==> src/rtl/i2s_rx.sv <==
// -----------------------------------------------------------------------------
// i2s_rx : I2S (Philips format) receiver for the ADC path.
//
// Samples sdi on rising edges of sclk (observed in the clk domain) and assembles
// DW-bit signed left/right words, MSB first. The data is delayed one sclk after
// each lrclk edge. Each complete stereo pair is presented on a valid/ready
// output register.
//
// Parameters
//   DW        sample width (output word width)
//   SLOT_MAX  largest expected bit count per lrclk half-period; the bit counter
//             saturates at this value
//
// Ports
//   clk_i         system clock; sclk/lrclk/sdi are sampled in this domain
//   rst_i         synchronous, active-high reset
//   sclk_i        I2S bit clock
//   lrclk_i       word select (0 = left, 1 = right)
//   sdi_i         serial data
//   l_sample_o    left sample of the last complete frame
//   r_sample_o    right sample of the last complete frame
//   valid_o       a pair is available; held until accepted
//   ready_i       consumer accepts the pair when valid_o & ready_i
//   overrun_o     1-cycle pulse: a new pair replaced one that was not accepted
//
// Build option
//   I2S_RX_SYNC_EN  when defined, sclk/lrclk/sdi each pass a 2-flop synchronizer
//                   before edge detection. Use this for an external or
//                   asynchronous bit clock; sclk must be <= clk/4 and commit
//                   latency grows by 2 clk. When undefined, the inputs are used
//                   directly (same-domain clock generator, sclk <= clk/2).
// -----------------------------------------------------------------------------
module i2s_rx #(
    parameter int DW       = 24,
    parameter int SLOT_MAX = 32
) (
    input  logic          clk_i,
    input  logic          rst_i,
    input  logic          sclk_i,
    input  logic          lrclk_i,
    input  logic          sdi_i,
    output logic [DW-1:0] l_sample_o,
    output logic [DW-1:0] r_sample_o,
    output logic          valid_o,
    input  logic          ready_i,
    output logic          overrun_o
);

    // The counter must be able to hold both DW and SLOT_MAX.
    localparam int CMAX = (SLOT_MAX > DW) ? SLOT_MAX : DW;
    localparam int CW   = $clog2(CMAX + 1);
    localparam logic [CW-1:0] DW_C  = CW'(DW);
    localparam logic [CW-1:0] SAT_C = CW'(SLOT_MAX);

    typedef enum logic [1:0] {ALIGN, LEFT, RIGHT} state_t;

    // ------------------------------------------------------------------
    // Input stage
    // ------------------------------------------------------------------
    logic sclk_s, lrclk_s, sdi_s;

`ifdef I2S_RX_SYNC_EN
    logic [1:0] sclk_sync_q, lrclk_sync_q, sdi_sync_q;

    always_ff @(posedge clk_i) begin
        if (rst_i) begin
            sclk_sync_q  <= '0;
            lrclk_sync_q <= '0;
            sdi_sync_q   <= '0;
        end else begin
            sclk_sync_q  <= {sclk_sync_q[0],  sclk_i};
            lrclk_sync_q <= {lrclk_sync_q[0], lrclk_i};
            sdi_sync_q   <= {sdi_sync_q[0],   sdi_i};
        end
    end

    assign sclk_s  = sclk_sync_q[1];
    assign lrclk_s = lrclk_sync_q[1];
    assign sdi_s   = sdi_sync_q[1];
`else
    assign sclk_s  = sclk_i;
    assign lrclk_s = lrclk_i;
    assign sdi_s   = sdi_i;
`endif

    // ------------------------------------------------------------------
    // Registers
    // ------------------------------------------------------------------
    state_t        state_q, state_d;
    logic          sclk_q;
    logic          lr_prev_q, lr_prev_d;
    logic [DW-1:0] shift_q, shift_d;
    logic [CW-1:0] cnt_q, cnt_d;
    logic [DW-1:0] l_hold_q, l_hold_d;
    logic [DW-1:0] r_hold_q, r_hold_d;
    logic          commit_q, commit_d;
    logic [DW-1:0] l_q, l_d, r_q, r_d;
    logic          valid_q, valid_d;
    logic          ovr_q, ovr_d;

    logic          rise, lr_edge;
    logic [DW-1:0] shift_in, word;
    logic [CW-1:0] pad;

    assign rise     = sclk_s & ~sclk_q;
    assign lr_edge  = rise & (lrclk_s ^ lr_prev_q);
    assign shift_in = {shift_q[DW-2:0], sdi_s};

    // Completed slot word. The bit sampled on the lrclk-edge rise is the
    // slot's LSB, so cnt_q+1 bits are in hand. A short slot is left-aligned
    // with zero fill. When the slot is longer than DW, the extra bits have
    // already been dropped.
    always_comb begin
        pad  = '0;
        word = shift_q;
        if (cnt_q < DW_C - CW'(1)) begin
            pad  = DW_C - cnt_q - CW'(1);
            word = shift_in << pad;
        end else if (cnt_q < DW_C) begin
            word = shift_in;
        end
    end

    // Capture / alignment FSM
    always_comb begin
        state_d   = state_q;
        lr_prev_d = lr_prev_q;
        shift_d   = shift_q;
        cnt_d     = cnt_q;
        l_hold_d  = l_hold_q;
        r_hold_d  = r_hold_q;
        commit_d  = 1'b0;
        if (rise) begin
            lr_prev_d = lrclk_s;
            if (lr_edge) begin
                shift_d = '0;
                cnt_d   = '0;
                unique case (state_q)
                    // Only a 1->0 edge starts a frame; anything before it is dropped.
                    ALIGN: if (!lrclk_s) state_d = LEFT;
                    LEFT: begin
                        l_hold_d = word;
                        state_d  = RIGHT;
                    end
                    RIGHT: begin
                        r_hold_d = word;
                        commit_d = 1'b1;
                        state_d  = LEFT;
                    end
                    default: state_d = ALIGN;
                endcase
            end else begin
                if (cnt_q < DW_C)  shift_d = shift_in;
                if (cnt_q < SAT_C) cnt_d   = cnt_q + CW'(1);
            end
        end
    end

    // Output register / handshake. A commit takes priority over an accept in
    // the same cycle. The overrun flag fires only when the old pair was
    // still pending and is not being taken now.
    always_comb begin
        l_d     = l_q;
        r_d     = r_q;
        valid_d = valid_q;
        ovr_d   = 1'b0;
        if (valid_q && ready_i) valid_d = 1'b0;
        if (commit_q) begin
            l_d     = l_hold_q;
            r_d     = r_hold_q;
            valid_d = 1'b1;
            ovr_d   = valid_q & ~ready_i;
        end
    end

    always_ff @(posedge clk_i) begin
        if (rst_i) begin
            state_q   <= ALIGN;
            sclk_q    <= 1'b0;
            lr_prev_q <= 1'b0;
            shift_q   <= '0;
            cnt_q     <= '0;
            l_hold_q  <= '0;
            r_hold_q  <= '0;
            commit_q  <= 1'b0;
            l_q       <= '0;
            r_q       <= '0;
            valid_q   <= 1'b0;
            ovr_q     <= 1'b0;
        end else begin
            state_q   <= state_d;
            sclk_q    <= sclk_s;
            lr_prev_q <= lr_prev_d;
            shift_q   <= shift_d;
            cnt_q     <= cnt_d;
            l_hold_q  <= l_hold_d;
            r_hold_q  <= r_hold_d;
            commit_q  <= commit_d;
            l_q       <= l_d;
            r_q       <= r_d;
            valid_q   <= valid_d;
            ovr_q     <= ovr_d;
        end
    end

    assign l_sample_o = l_q;
    assign r_sample_o = r_q;
    assign valid_o    = valid_q;
    assign overrun_o  = ovr_q;

endmodule
==> config.mk <==
export PLATFORM = sky130hd
export DESIGN_NAME = i2s_rx
export DESIGN_NICKNAME = d
export VERILOG_FILES = /design/src/rtl/i2s_rx.sv
export SDC_FILE = /design/constraint.sdc
export NUM_CORES = 1
export LEC_CHECK = 0
export ABC_AREA = 1
export CAP_MARGIN = 20
export CELL_PAD_IN_SITES_DETAIL_PLACEMENT = 1
export CELL_PAD_IN_SITES_GLOBAL_PLACEMENT = 2
export CORE_ASPECT_RATIO = 2
export CORE_MARGIN = 10
export CORE_UTILIZATION = 32
export DETAILED_ROUTE_END_ITERATION = 10
export HOLD_SLACK_MARGIN = 0.03
export PLACE_DENSITY = 0.8
export SYNTH_ARGS = -nofsm -noshare
export SYNTH_HDL_FRONTEND = slang
export SYNTH_SLANG_ARGS = --single-unit
==> constraint.sdc <==
create_clock -name clk_i -period 2 [get_ports clk_i]
set_input_delay 0.4 -clock clk_i [delete_from_list [all_inputs] [get_ports clk_i]]
set_output_delay 0.4 -clock clk_i [all_outputs]
set_load 0.01 [all_outputs]
==> reports/qor.txt, run 1 <==
Result of the run = finished clean
Area overhead of the layout relative to synthesis = 26.0%
H-tree levels = 4
Number of distinct standard cells referenced by the synthesized netlist = 29
Data required time at the worst endpoint = 2.33 ns
Leftover overflow at the end of global routing = 0
Sequential share of the synthesized area = 0.413
Syn nets = 958
Count of placed standard cells in the final layout, fillers left out = 1,286
Ratio of total power to cell area = 762 mW/mm²
Worst hold endpoint = l_sample_o[1]
Endpoints failing hold = 0
CTS clk-pin slew, worst paths = 0.06 ns
Accumulated negative setup slack = 0 ns
Longest Clk Path Bufs = 2
Crit path capture type = flop
Via count of the first global-routing pass = 6,868
Instance count after placement with tap cells included = 1,255
Aggregate routed wire length = 22,100 µm
Hold Buf Count CTS = 0
Depth of the worst hold-timing path = 2
Post-synthesis area per instance = 6.80 µm²
Via-to-Cell Ratio = 5.03
Detailed placement HPWL = 16,700 µm
Worst R2R End = l_hold_q[3]
Share of the cycle needed by the critical path after routing = 0.931
Number of clock sinks = 133
Worst-margin pin slew = 0.693 ns
Fill cell instance count of the final layout = 2,632
First-pass GRT wire length = 36,300 µm
Final Wtd Congestion = 0.880
Cell area after synthesis = 0.00645 mm²
Kind of launch point of the worst setup path = flop
Final Slew Violations = 0
Final Power = 6.19 mW
Unrepaired setup endpoints after global routing = no
Die Area = 0.0266 mm²
Count of input and output buffers = 55
Post-synth top area cell = sky130_fd_sc_hd__dfxtp_1
Maximum Capacitance Violations = 0
Effective utilization at floorplan = 0.324
Setup slack of the worst register-to-register path = 0.14 ns
Layout net count = 1,021
Clock buffer count from CTS = 17
Final-report setup violation count = 0
Final min period = 1.86 ns
Area of all placed cells without fillers = 0.00813 mm²
Startpoint-to-endpoint class of the critical path = reg2reg
Clock tree skew after final layout = 0.00756 ns
Sequence of cells on the critical path = nand2_1 > nand2_4 > buf_4 > mux2_2 > nand2_1 > o21ai_0 > buf_4 > o21ai_0 > inv_1
Detailed router's first-iteration violation count = 305
Area of the core = 0.0199 mm²
GRT Total Usage = 0.171
Ranking of synthesized cells by area = sky130_fd_sc_hd__dfxtp_1 41%, sky130_fd_sc_hd__nand2_1 11%, sky130_fd_sc_hd__nand3_1 11%
Top cell type's share of synthesized area = 0.413
Worst-path fanout max = 6
Startpoint of the worst register-to-register path = cnt_q[4]
# DRC = 0
Number of iterations in the first detailed-routing pass = 4
Number of warnings issued by yosys = 0
Worst hold path startpoint = l_hold_q[1]
Count of antenna diodes in the layout = 0
TritonCTS clock tree = done
Type of the most critical hold path = reg2reg
Gate count of the mapped netlist = 949
Ys flop type = sky130_fd_sc_hd__dfxtp_1
Routed via count = 6,471
Worst Path Arrival = 2.19 ns
Synth async-reset ratio = 0
Post-CTS Repair Setup Buffers = 0
Die height = 221 µm
Number of routed nets with antenna violations = 0
Number of antenna violations at the first check in global routing = 0
Routed length per placed instance = 17.2 µm
Buffer cell driving the clock tree root = sky130_fd_sc_hd__clkbuf_16
Cells on worst reg2reg path = 9
Crit-path slowest cell = sky130_fd_sc_hd__dfxtp_1
Share of cells above drive strength 1 = 0.111
Horizontal extent of the die = 120 µm
Clock network latency to the later pin of the worst-skew pair = 0.43 ns
IO Count = 56
Maximum vdd drop = 0.378 mV
Maximum number of pins on one net before global-route repair = 79
Post-placement cell area = 0.00752 mm²
Timing-limited maximum frequency = 0.537 GHz
EDFF count, synth = 0
Max transition margin = 0.538
Lkg Pwr = 3.43 nW
Delay of the slowest cell on the worst path = 0.38 ns
Total of flip-flops plus latches after synthesis = 133
Placement Rows = 73
## logic make-up (layout without fill, tap and decap cells)
family,count (synthesis),count (layout),synth area share
AND/OR/NAND/NOR,435,435,0.289
buffers and inverters,165,240,0.103
flip-flops,133,133,0.413
adder cells (fa/ha/maj),3,3,0.00582
AO/OA/AOI/OAI,194,194,0.157
multiplexers,17,17,0.0297
XOR/XNOR,2,2,0.00272
## how the worst max path moves through the flow
stage                     startpoint           end  slack [ns]
after floorplan             cnt_q[3]   l_hold_q[7]        0.36
after global placement         sdi_i  l_hold_q[20]       -0.18
after detailed placement       sdi_i  l_hold_q[20]       -0.18
after CTS                   cnt_q[3]   l_hold_q[3]       0.009
after global routing         lrclk_i   l_hold_q[4]       0.004
final                       cnt_q[4]   l_hold_q[3]        0.14
## metrics by stage
stage	hold WS, ns	setup slack (ns)	utilization
after global placement	0.437	-0.183	0.378
final	0.449	0.138	0.408
after global routing	0.468	0.00403	0.408
after CTS	0.456	0.00912	0.407
after detailed placement	0.448	-0.184	0.378
after floorplan	0.430	0.364	-
## metal layers
layer  global-route usage  share of wire  routed length, µm
met1                0.167           0.38               8340
met4               0.0718          0.030                652
met2                0.332           0.57              12600
met5                    0              0                  0
met3               0.0321          0.023                505
## worst max-delay path, delay by kind of cell (launching register included)
kind	cells	cell delay [ns]
simple gates	3	0.37
mux	1	0.35
flops	1	0.38
compound gates	2	0.26
buf+inv	3	0.37
## cells in the final DEF, fill, tap and decap left out, drive strengths merged, types with 23 or more instances in the layout
| cell | n |
|---|---|
| a21oi | 97 |
| buf | 54 |
| clkbuf | 23 |
| clkdlybuf4s50 | 54 |
| dfxtp | 133 |
| inv | 100 |
| nand2 | 199 |
| nand3 | 144 |
| nor2 | 82 |
| o21ai | 83 |
## Yosys cell counts, drive strengths merged (2+ instances only)
master and instances:
clkbuf 35, a21oi 97, mux2 17, nand2 199, nand3 144, nor2 82
o211ai 11, nand4 4, buf 29, inv 100, ha 3, xor2 2
dfxtp 133, nor3 5, o21ai 83
## state kept, by name, summed over array words and instances (netlist names), 2 cells and up
name	count
cnt_q	6
l_hold_q	24
l_sample_o	24
r_hold_q	24
r_sample_o	24
shift_q	24
state_q	2
## repair_timing
item | 4_1_cts | 5_1_grt
setup endpoints to repair | 0 | 23
gates resized for setup | 0 | 7
hold endpoints to repair | 0 | 0
## area by class of cell
class / instances / area [µm²] / share of cell area
Inverter: 101 / 382 / 0.0469
Clock buffer: 23 / 488 / 0.0600
Sequential cell: 133 / 2670 / 0.328
Clock inverter: 8 / 98.8 / 0.0122
Multi-Input combinational cell: 651 / 3140 / 0.386
Tap cell: 262 / 328 / 0.0403
Timing Repair Buffer: 108 / 1030 / 0.126
## report_power, final
part | total [mW] | internal, mW | switching [mW]
clock network | 3.14 | 1.95 | 1.19
registers | 2.69 | 2.67 | 0.0162
logic | 0.361 | 0.125 | 0.236
total | 6.19 | 4.75 | 1.44
Power figures use the tool's default switching activity.
==> inputs of run 2 (changes only) <==
- SETUP_SLACK_MARGIN: unset -> 0.02
==> run 2 against run 1 <==
  * Hold slack is essentially flat
  * Non-clock buffer count is the same
  * Clock power about the same
  * Final cell count stayed put
  * Combinational power about the same
  * Routed wire length about the same
  * Sequential power is essentially flat
  * Largest cell class unchanged
==> reports/qor.txt, run 2 (synthesis gave the netlist of run 1 again) <==
Number of gates resized after cts = 1
Final-report setup violation count = 0
Count of antenna diodes in the layout = 0
Placement Rows = 73
Routed length per placed instance = 17.2 µm
Max transition margin = 0.538
Area overhead of the layout relative to synthesis = 26.0%
Clock network latency to the later pin of the worst-skew pair = 0.43 ns
Post-placement cell area = 0.00752 mm²
Share of the cycle needed by the critical path after routing = 0.931
Worst Path Arrival = 2.19 ns
Most common cell after layout, fill and taps aside = sky130_fd_sc_hd__nand2_1
Effective utilization at floorplan = 0.324
Via-to-Cell Ratio = 5.02
Die Area = 0.0266 mm²
Timing-limited maximum frequency = 0.537 GHz
Number of routed nets with antenna violations = 0
Type of the most critical hold path = reg2reg
Layout Utilization = 0.408
Post-Route Hold Slack = 0.449 ns
Die height = 221 µm
Horizontal extent of the die = 120 µm
Clock tree skew after final layout = 0.00680 ns
Ratio of total power to cell area = 761 mW/mm²
Crit path capture type = flop
Number of iterations in the first detailed-routing pass = 4
Maximum vdd drop = 0.378 mV
Accumulated negative setup slack = 0 ns
Routed via count = 6,461
Number of antenna violations at the first check in global routing = 0
Result of the run = finished clean
Leftover overflow at the end of global routing = 0
IO Count = 56
GRT Total Usage = 0.171
Detailed router's first-iteration violation count = 310
CTS clk-pin slew, worst paths = 0.06 ns
Maximum Capacitance Violations = 0
Post-CTS Repair Setup Buffers = 0
Aggregate routed wire length = 22,100 µm
Startpoint-to-endpoint class of the critical path = reg2reg
Worst-path fanout max = 6
Unrepaired setup endpoints after global routing = yes
Data required time at the worst endpoint = 2.32 ns
Via count of the first global-routing pass = 6,868
Area of the core = 0.0199 mm²
Startpoint of the worst register-to-register path = cnt_q[4]
Area of all placed cells without fillers = 0.00813 mm²
Worst-margin pin slew = 0.693 ns
Worst Setup SP = cnt_q[4]
Number of clock sinks = 133
Cells on worst reg2reg path = 9
Final min period = 1.86 ns
Count of input and output buffers = 55
Clock buffer count from CTS = 17
Worst hold path startpoint = l_hold_q[1]
Lkg Pwr = 3.44 nW
H-tree levels = 4
Endpoints failing hold = 0
Kind of launch point of the worst setup path = flop
Detailed placement HPWL = 16,700 µm
Longest Clk Path Bufs = 2
Layout net count = 1,021
Buffer cell driving the clock tree root = sky130_fd_sc_hd__clkbuf_16
# DRC = 0
First-pass GRT wire length = 36,300 µm
Final Slew Violations = 0
Final Wtd Congestion = 0.880
Depth of the worst hold-timing path = 2
Maximum number of pins on one net before global-route repair = 79
Hold Buf Count CTS = 0
Highest-count cells in the layout ignoring fill and taps = 197 x sky130_fd_sc_hd__nand2_1, 144 x sky130_fd_sc_hd__nand3_1, 130 x sky130_fd_sc_hd__dfxtp_1, 97 x sky130_fd_sc_hd__a21oi_1, 96 x sky130_fd_sc_hd__inv_1
TritonCTS clock tree = done
Share of cells above drive strength 1 = 0.111
run 2: changes by cell type in the layout (fill, tap and decap cells not counted):
cell / previous run / this run
sky130_fd_sc_hd__inv_2: 3 / 2
sky130_fd_sc_hd__inv_4: 1 / 2
run 2: cell type report:
| class | instances | area (µm²) |
|---|---|---|
| fillers | 2634 | 11800 |
| well taps | 262 | 328 |
| repair buffers | 108 | 1030 |
| multi-input cells | 651 | 3140 |
| inverters | 101 | 384 |
| clock inverters | 8 | 98.8 |
| clock buffers | 23 | 488 |
| flip-flops and latches | 133 | 2670 |
run 2: worst paths after layout:
path | endpoint | slack, ns
max | l_hold_q[3] | 0.14
min | l_sample_o[1] | 0.45
max reg2reg | l_hold_q[3] | 0.14
min reg2reg | l_sample_o[1] | 0.45
run 2: routing by layer:
layer,vias to the layer above,routed length (µm),track usage
met2,80,12600,0.332
met3,36,509,0.0321
met4,0,650,0.0718
met1,3117,8310,0.167
li1,3228,-,-
met5,-,0,0
run 2: stage by stage:
| stage | power (mW) | cells | setup slack [ns] |
|---|---|---|---|
| after floorplan | 2.96 | 949 | 0.364 |
| after global routing | 6.43 | 1286 | 0.0128 |
| final | 6.19 | 1286 | 0.137 |
| after global placement | 3.11 | 1255 | -0.183 |
| after CTS | 6.28 | 1286 | 0.0323 |
| after detailed placement | 3.11 | 1255 | -0.184 |
run 2: critical path: stages, from the launching register on:
cell	delay (ns)
sky130_fd_sc_hd__dfxtp_1	0.39
sky130_fd_sc_hd__nand2_1	0.13
sky130_fd_sc_hd__nand2_4	0.13
sky130_fd_sc_hd__buf_4	0.16
sky130_fd_sc_hd__mux2_2	0.35
sky130_fd_sc_hd__nand2_1	0.12
sky130_fd_sc_hd__o21ai_0	0.13
sky130_fd_sc_hd__buf_4	0.16
sky130_fd_sc_hd__o21ai_0	0.13
sky130_fd_sc_hd__inv_1	0.05
run 2: power by group:
part / total (mW) / switching, mW / internal (mW)
sequential: 2.69 / 0.0163 / 2.67
combinational: 0.361 / 0.236 / 0.125
clock: 3.14 / 1.19 / 1.95
total: 6.19 / 1.44 / 4.75
==> inputs of run 3 (changes only) <==
- CORE_UTILIZATION: 32 -> 29
- PLACE_DENSITY: 0.8 -> 0.76
- SLEW_MARGIN: unset -> 15
- clock period: 2 -> 1.55 ns (I/O delays scaled with it)
==> run 3 against run 2 <==
  * The run now ends with setup timing left
  * Global-route usage decreased by 0.59 points
  * Combinational power increased by 62%
  * Fmax increased by 7.2%
  * Critical path depth unchanged
  * Core utilization increased by 0.84 points
  * Critical path type unchanged
  * Largest cell class unchanged
==> reports/qor.txt, run 3 (synthesis gave the netlist of run 1 again) <==
Maximum number of pins on one net before global-route repair = 47
Post-route worst setup slack = -0.188 ns
Routed via count = 6,771
GRT Total Usage = 0.165
Via count of the first global-routing pass = 7,232
Via-to-Cell Ratio = 4.95
Area of all placed cells without fillers = 0.00920 mm²
Sequence of cells on the critical path = ha_4 > nand2_4 > o21bai_4 > nor2_4 > nand2_2 > o21ai_1 > buf_4 > o21ai_1 > inv_1
Max transition margin = 0.545
Maximum vdd drop = 0.781 mV
Final Slew Violations = 0
Layout net count = 1,088
CTS clk-pin slew, worst paths = 0.06 ns
H-tree levels = 4
Crit path capture type = flop
Crit-path slowest cell = sky130_fd_sc_hd__dfxtp_4
Cell family contributing the most delay on the critical path = compound AO/OA/AOI/OAI gates
Placement Rows = 77
Post-placement cell area = 0.00802 mm²
Delay of the slowest cell on the worst path = 0.42 ns
Aggregate routed wire length = 23,800 µm
Final-report setup violation count = 48
Maximum Capacitance Violations = 0
Buffer cell driving the clock tree root = sky130_fd_sc_hd__clkbuf_16
Routed length per placed instance = 17.4 µm
Type of the most critical hold path = in2reg
Lkg Pwr = 4.18 nW
Area of the core = 0.0221 mm²
Startpoint-to-endpoint class of the critical path = reg2reg
Detailed router's first-iteration violation count = 296
Final min period = 1.74 ns
Number of routed nets with antenna violations = 0
Net Switching = 1.93 mW
Setup slack of the worst register-to-register path = -0.19 ns
Worst-path fanout max = 5
Clock network latency to the later pin of the worst-skew pair = 0.43 ns
Hold Buf Count CTS = 0
Ratio of total power to cell area = 846 mW/mm²
Sequential group share of total power = 0.446
Number of iterations in the first detailed-routing pass = 4
Unrepaired setup endpoints after global routing = yes
Highest-count cells in the layout ignoring fill and taps = 162 x sky130_fd_sc_hd__nand2_1, 127 x sky130_fd_sc_hd__dfxtp_1, 103 x sky130_fd_sc_hd__nand3_1, 96 x sky130_fd_sc_hd__buf_4, 94 x sky130_fd_sc_hd__inv_1
Count of input and output buffers = 55
IO Count = 56
Failing checks = setup timing
Clock buffer count from CTS = 17
Worst-margin pin slew = 0.682 ns
Detailed placement HPWL = 17,700 µm
Dominant cell type by count on the critical path = sky130_fd_sc_hd__o21ai_1
Number of antenna violations at the first check in global routing = 0
Startpoint of the worst register-to-register path = cnt_q[0]
Leftover overflow at the end of global routing = 0
# DRC = 0
Kind of launch point of the worst setup path = flop
Area overhead of the layout relative to synthesis = 42.5%
Share of the cycle needed by the critical path after routing = 1.12
Worst hold path startpoint = rst_i
Die Area = 0.0290 mm²
Longest Clk Path Bufs = 2
Buffers plus inverters on the worst setup path = 2
Data required time at the worst endpoint = 1.88 ns
Worst Path Arrival = 2.07 ns
Endpoints failing hold = 0
Die height = 231 µm
TritonCTS clock tree = done
Clock power share = 0.478
Horizontal extent of the die = 125 µm
Worst Setup Slack post-DPL = -0.530 ns
Result of the run = finished, violations left
Internal power = 5.85 mW
Worst Setup SP = cnt_q[0]
Clock tree skew after final layout = 0.00613 ns
Switching share of power = 0.248
Count of antenna diodes in the layout = 0
Most common cell after layout, fill and taps aside = sky130_fd_sc_hd__nand2_1
Fill cell instance count of the final layout = 2,724
Number of clock sinks = 133
First-pass GRT wire length = 38,400 µm
Effective utilization at floorplan = 0.292
Share of cells above drive strength 1 = 0.255
Timing-limited maximum frequency = 0.575 GHz
Combinational power share = 0.075
Final Wtd Congestion = 0.888
[run 3: metal layers]
layer / GRT usage / routed length, µm / up-vias / part of all wire
met1: 0.157 / 8650 / 3242 / 0.36
met2: 0.316 / 13300 / 108 / 0.56
met5: 0 / 0 / - / 0
li1: - / - / 3365 / -
met3: 0.0291 / 612 / 56 / 0.026
met4: 0.101 / 1260 / 0 / 0.053
[run 3: per-stage QoR]
step,utilization,setup TNS [ns],hold WS (ns),power [mW],instances
floorplan,-,0,0.388,3.82,949
global placement,0.363,-27.53,0.439,4.06,1324
detailed placement,0.363,-30.52,0.444,4.07,1324
CTS,0.403,-4.34,0.361,7.87,1363
global route,0.417,-8.55,0.379,8.10,1368
finish,0.417,-4.81,0.376,7.78,1368
[run 3: final cells by class]
class	instances	area, µm²	area share
clock buffer	25	485	0.0528
sequential	133	2680	0.291
clock inverter	7	47.5	0.00517
tap	276	345	0.0376
multi-input combinational	652	3590	0.391
inverter	101	397	0.0431
timing repair buffer	174	1650	0.179
[run 3: timing repair]
action / in CTS / in global routing
endpoints found under the hold margin: 0 / 0
resized for setup: 149 / 61
endpoints found under the setup margin: 112 / 53
gates cloned: 4 / 1
buffers inserted: 4 / 4
pin swaps: 12 / 14
[run 3: worst min-delay path: cells and delay by family]
family,cells,cell delay (ns)
buffers and inverters,2,0.35
and+or+nand+nor,1,0.11
[run 3: worst paths after layout]
kind                                        to  depth (start not counted)
worst min register to register  l_sample_o[11]                          2
worst max-delay path               l_hold_q[4]                          9
worst max register to register     l_hold_q[4]                          9
worst min-delay path                   valid_o                          3
[run 3: power groups by stage]
stage,logic (mW),registers [mW],clock network (mW)
2_1_floorplan,0.287,3.54,0
3_3_place_gp,0.522,3.54,0
3_5_place_dp,0.525,3.54,0
4_1_cts,0.549,3.47,3.85
5_1_grt,0.645,3.48,3.97
6_report,0.586,3.48,3.72
